[src/rtl/pma_region_sched.sv]
// pma_region_sched: CSR-programmable PMA region table with one serial range checker
// shared round-robin between NR_REQ requesters.
module pma_region_sched #(
  parameter int NR_RULES = 4,
  parameter int NR_REQ   = 2,
  parameter int REQ_ID_W = 2
) (
  input  logic                   clk_i,
  input  logic                   rst_ni,
  input  logic                   cfg_valid_i,
  output logic                   cfg_ready_o,
  input  logic [1:0]             cfg_kind_i,
  input  logic [3:0]             cfg_idx_i,
  input  logic                   cfg_en_i,
  input  logic [63:0]            cfg_base_i,
  input  logic [63:0]            cfg_len_i,
  input  logic [NR_REQ-1:0]      req_valid_i,
  input  logic [NR_REQ*64-1:0]   req_addr_i,
  output logic [NR_REQ-1:0]      req_ready_o,
  output logic                   rsp_valid_o,
  input  logic                   rsp_ready_i,
  output logic [REQ_ID_W-1:0]    rsp_id_o,
  output logic                   rsp_nonidem_o,
  output logic                   rsp_exec_o,
  output logic                   rsp_cache_o
);
  localparam int KW = NR_RULES > 1 ? $clog2(NR_RULES) : 1;
  typedef enum logic [1:0] {IDLE, SCAN, RESP} state_t;
  state_t state, state_nx;
  logic              en_q   [3][NR_RULES];
  logic [63:0]       base_q [3][NR_RULES];
  logic [63:0]       len_q  [3][NR_RULES];
  logic [63:0]       addr;
  logic [REQ_ID_W-1:0] id, rr, gnt;
  logic [KW-1:0]     k;
  logic [2:0]        acc, hit;
  logic              any_ex, found, grant, cfg_wr;

  function automatic int wrap(input int v);
    return v >= NR_REQ ? v - NR_REQ : v;
  endfunction

  always_comb begin
    found = 1'b0;
    gnt   = '0;
    for (int i = 0; i < NR_REQ; i++)
      if (!found && req_valid_i[wrap(int'(rr) + i)]) begin
        found = 1'b1;
        gnt   = REQ_ID_W'(wrap(int'(rr) + i));
      end
  end

  // 65-bit limit so a region running past 2^64-1 still covers the top of memory
  always_comb begin
    hit = '0;
    for (int c = 0; c < 3; c++)
      hit[c] = en_q[c][k] && addr >= base_q[c][k] &&
               {1'b0, addr} < {1'b0, base_q[c][k]} + {1'b0, len_q[c][k]};
  end

  assign grant  = state == IDLE && !cfg_valid_i && found;
  assign cfg_wr = state == IDLE && cfg_valid_i && cfg_kind_i != 2'd3 && int'(cfg_idx_i) < NR_RULES;

  always_comb begin
    state_nx    = state;
    req_ready_o = '0;
    case (state)
      IDLE: if (grant) begin
        req_ready_o = NR_REQ'(1) << gnt;
        state_nx    = SCAN;
      end
      SCAN:    state_nx = k == KW'(NR_RULES - 1) ? RESP : SCAN;
      RESP:    state_nx = rsp_ready_i ? IDLE : RESP;
      default: state_nx = IDLE;
    endcase
  end

  assign cfg_ready_o   = state == IDLE;
  assign rsp_valid_o   = state == RESP;
  assign rsp_id_o      = id;
  assign rsp_nonidem_o = rsp_valid_o & acc[0];
  assign rsp_exec_o    = rsp_valid_o & (acc[1] | !any_ex);
  assign rsp_cache_o   = rsp_valid_o & acc[2];

  always_ff @(posedge clk_i) begin
    if (!rst_ni) begin
      state  <= IDLE;
      rr     <= '0;
      addr   <= '0;
      id     <= '0;
      k      <= '0;
      acc    <= '0;
      any_ex <= 1'b0;
      for (int c = 0; c < 3; c++)
        for (int i = 0; i < NR_RULES; i++) begin
          en_q[c][i]   <= 1'b0;
          base_q[c][i] <= '0;
          len_q[c][i]  <= '0;
        end
    end else begin
      state <= state_nx;
      if (cfg_wr) begin
        en_q[cfg_kind_i][cfg_idx_i[KW-1:0]]   <= cfg_en_i;
        base_q[cfg_kind_i][cfg_idx_i[KW-1:0]] <= cfg_base_i;
        len_q[cfg_kind_i][cfg_idx_i[KW-1:0]]  <= cfg_len_i;
      end
      if (grant) begin
        addr   <= req_addr_i[64*gnt +: 64];
        id     <= gnt;
        acc    <= '0;
        any_ex <= 1'b0;
        k      <= '0;
        rr     <= REQ_ID_W'(wrap(int'(gnt) + 1));
      end
      if (state == SCAN) begin
        acc    <= acc | hit;
        any_ex <= any_ex | en_q[1][k];
        k      <= k + 1'b1;
      end
    end
  end
endmodule

[config.mk]
export PLATFORM = sky130hd
export DESIGN_NAME = pma_region_sched
export DESIGN_NICKNAME = d
export VERILOG_FILES = /design/src/rtl/pma_region_sched.sv
export SDC_FILE = /design/constraint.sdc
export NUM_CORES = 2
export LEC_CHECK = 0
export ABC_AREA = 1
export CAP_MARGIN = 20
export CORE_MARGIN = 2
export CORE_UTILIZATION = 55
export DETAILED_ROUTE_END_ITERATION = 10
export HOLD_SLACK_MARGIN = 0.08
export PLACE_DENSITY = 0.73
export SKIP_LAST_GASP = 1
export SYNTH_ARGS = -nofsm -noshare
export SYNTH_HDL_FRONTEND = slang
export SYNTH_SLANG_ARGS = --single-unit
export TNS_END_PERCENT = 20
[constraint.sdc]
create_clock -name clk_i -period 10.6 [get_ports clk_i]
set_input_delay 3.18 -clock clk_i [delete_from_list [all_inputs] [get_ports clk_i]]
set_output_delay 3.18 -clock clk_i [all_outputs]
set_load 0.02 [all_outputs]
==> results.toml <==
[cells_and_area]
fin_util = 0.618
layout.nets = 10500
final_cell_count_no_fill = 11800
post_route_cells_drive_above_1_share = 0.0393
area.growth.synth_to_final_pct = 11.5

[placement]
post-place-cells = 11500
place.detailed.hpwl_um = 214000
gpl.final_weighted_congestion = 1.07
port-buffer-count = 277

[critical_path]
worst_r2r_endpoint = "acc[1]"
critPathMaxStageDelay_ps = 670
critical-path-top-delay-family = "buffers and inverters"
reg2regPathDepth = 29
max_fo_critical_path = 21
startpoint = "req_valid_i[1]"
cp_data_arrival_time_ps = 5490
critPathKind = "primary input to output port"
start_kind = "primary input"
path_depth = 6
cp_cell_sequence = "clkdlybuf4s50_1 -> inv_1 -> a21oi_4 -> clkinv_2 -> nor2_1 -> clkdlybuf4s50_1"
worst_setup_ep = "req_ready_o[1]"
crit-reg2reg-launch = "k[0]"
worst-path-buf-inv = 4
setup.reg_to_reg.worst_slack_ps = 2870
critical_path.endpoint_type = "output port"
critical_path_required_time_ps = 7420
path_common_cell = "sky130_fd_sc_hd__clkdlybuf4s50_1"
critical_path.slowest_cell = "sky130_fd_sc_hd__clkdlybuf4s50_1"

[logic_synthesis]
yosys_most_used_dff = "sky130_fd_sc_hd__edfxtp_1"
synthArstFlopShare = 0
edff_count_synth = 1547
synthDistinctLibCells = 49
syn_area_um2 = 88000
synth_nets = 10300
syn_area_per_cell_um2 = 9.26
netlist_instances = 9500
seq_area_frac_synth = 0.546
synth-seq-cells = 1624
yosys_warnings = 0

[floorplanning]
chipHeight_um = 404
floorplan.initialDensity = 0.555
pin_count = 278
die-area_um2 = 163000
die_w_um = 404
num_rows = 146
core_area_um2 = 159000

[cts]
cts_sinks = 1624
postCtsHoldBufs = 0
insertion_delay_of_the_later_clocked_pin_in_the_worst_skew_pair_ps = 840
htree_levels = 4
post-cts-setup-buffers = 0
cts_root_buf = "sky130_fd_sc_hd__clkbuf_16"
cts_tree = "yes"
cts_resized = 0
numCtsBuffers = 165
clk_path_buf_depth = 3
clk_transition_reported_paths_ps = 60

[grt]
pin_count_of_the_biggest_net_entering_global_routing = 181
grt_pass1_wl_um = 443000
number_of_antenna_violations_at_the_first_check_in_global_routing = 6
first_global_vias = 68300
grt_overflow_total = 0
grt_use_total = 0.368

[routing]
final_antenna_net_count = 0
total_via_count_in_the_routed_design = 72900
route.detailed.vias_per_inst = 6.17
wirelength_um = 306000
route.detailed.drc = 0
drtIter0Drc = 9392
wl_per_cell_um = 25.9
detail_route.first_pass.iterations = 6

[sta]
hold-worst-slack_ps = 468
skew_ps = 34.6
max-slew-margin-rel = 0.107
final.setup.tns_ps = 0
finalCriticalPeriod_ps = 8670
grt_setup_unrepaired = "no"
max_freq_mhz = 115
worst-slew-pin-transition_ps = 1330
layout_worst_path_cycle_share = 0.818
slew_violations = 0
final-hold-violation-count = 0
setup-violations-final = 0

[job]
max_cap_violations = 0

[power]
pwr_density_cell_nw_per_um2 = 172
p_leak_nw = 39.0
vdd.ir_drop.worst_mv = 0.179

[run_status]
run_status = "completed"

[worst_hold_path]
min-delay-path-class = "flop to flop"
[sequential cells by signal, indices dropped and copies added, names as in the netlist]
name / count
en_q: 12
rr: 2
k: 2
rsp_id_o: 2
len_q: 768
state: 2
addr: 64
acc: 3
base_q: 768
any_ex: 1
[Yosys cell counts, types with 92 or more instances]
library cell,instances,share of area
sky130_fd_sc_hd__buf_2,114,0.0065
sky130_fd_sc_hd__inv_1,714,0.030
sky130_fd_sc_hd__a32oi_1,189,0.019
sky130_fd_sc_hd__o22ai_1,201,0.014
sky130_fd_sc_hd__ha_1,574,0.082
sky130_fd_sc_hd__nor2_1,2006,0.086
sky130_fd_sc_hd__clkbuf_1,298,0.013
sky130_fd_sc_hd__nand2_1,1774,0.076
sky130_fd_sc_hd__edfxtp_1,1547,0.53
sky130_fd_sc_hd__nand3_1,129,0.0073
sky130_fd_sc_hd__xor2_1,92,0.0092
sky130_fd_sc_hd__o21ai_0,622,0.035
sky130_fd_sc_hd__a21oi_1,712,0.041
[logic make-up after synthesis]
logic type               count (synthesis)  synth area share
AO/OA/AOI/OAI                         1938             0.127
XOR/XNOR                               178            0.0177
adder cells (fa/ha/maj)                577            0.0823
buffers and inverters                 1153            0.0509
flip-flops                            1624             0.546
AND/OR/NAND/NOR                       4030             0.177
[per-layer routing]
metal,part of all wire,up-vias,global-route usage,routed length (um)
met4,0.043,4,0.147,13300
li1,-,32900,-,-
met2,0.44,4238,0.563,136000
met5,0.000088,-,0,27
met1,0.41,35100,0.515,124000
met3,0.11,652,0.0748,32600
[stage by stage]
stage	instance area [um^2]	total power, W	worst slack, ps
2_1_floorplan	88000	0.00987	808
3_3_place_gp	92900	0.0112	1960
3_5_place_dp	92900	0.0112	1980
4_1_cts	98000	0.0168	1970
5_1_grt	98100	0.0175	1860
6_report	98100	0.0169	1930
[worst min path at each step]
| stage | from | end | slack [ps] | depth (start not counted) |
|---|---|---|---|---|
| floorplan | rr[1] | rr[1] | 440 | 2 |
| global placement | addr[51] | addr[51] | 460 | 2 |
| detailed placement | addr[51] | addr[51] | 460 | 2 |
| CTS | addr[51] | addr[51] | 470 | 2 |
| global route | addr[51] | addr[51] | 500 | 2 |
| finish | addr[51] | addr[51] | 470 | 2 |
[layout make-up]
type | instances | area [um^2]
well taps | 2072 | 2590
clock buffers | 214 | 4360
inverters | 719 | 2720
flip-flops and latches | 1624 | 48000
diodes | 2 | 5.00
clock inverters | 80 | 797
multi-input cells | 6723 | 35700
repair buffers | 383 | 3910
fillers | 13200 | 60500
[worst min-delay path, delay by kind of cell (launching register included)]
family,cells,cell delay [ps]
simple gates,1,60
compound gates,1,50
flops,1,310
[layout by cell type, fill, tap and decap left out, types with 75 or more instances in the layout]
cell type and n:
sky130_fd_sc_hd__a21oi_1 711, sky130_fd_sc_hd__clkbuf_16 167, sky130_fd_sc_hd__o21ai_0 622, sky130_fd_sc_hd__dfxtp_1 75, sky130_fd_sc_hd__xnor2_1 86, sky130_fd_sc_hd__nand2_1 1757
sky130_fd_sc_hd__edfxtp_1 1547, sky130_fd_sc_hd__nand3_1 129, sky130_fd_sc_hd__buf_4 77, sky130_fd_sc_hd__xor2_1 92, sky130_fd_sc_hd__a32oi_1 189, sky130_fd_sc_hd__inv_1 711
sky130_fd_sc_hd__o22ai_1 201, sky130_fd_sc_hd__nor2_1 2003, sky130_fd_sc_hd__clkdlybuf4s50_1 276, sky130_fd_sc_hd__ha_1 574
[report_power, final]
group	switching, W	total (W)	internal, W
sequential	0.000137	0.00739	0.00725
clock	0.00251	0.00567	0.00316
combinational	0.00267	0.00386	0.00119
Note: power is estimated with default switching activity, not from simulation.
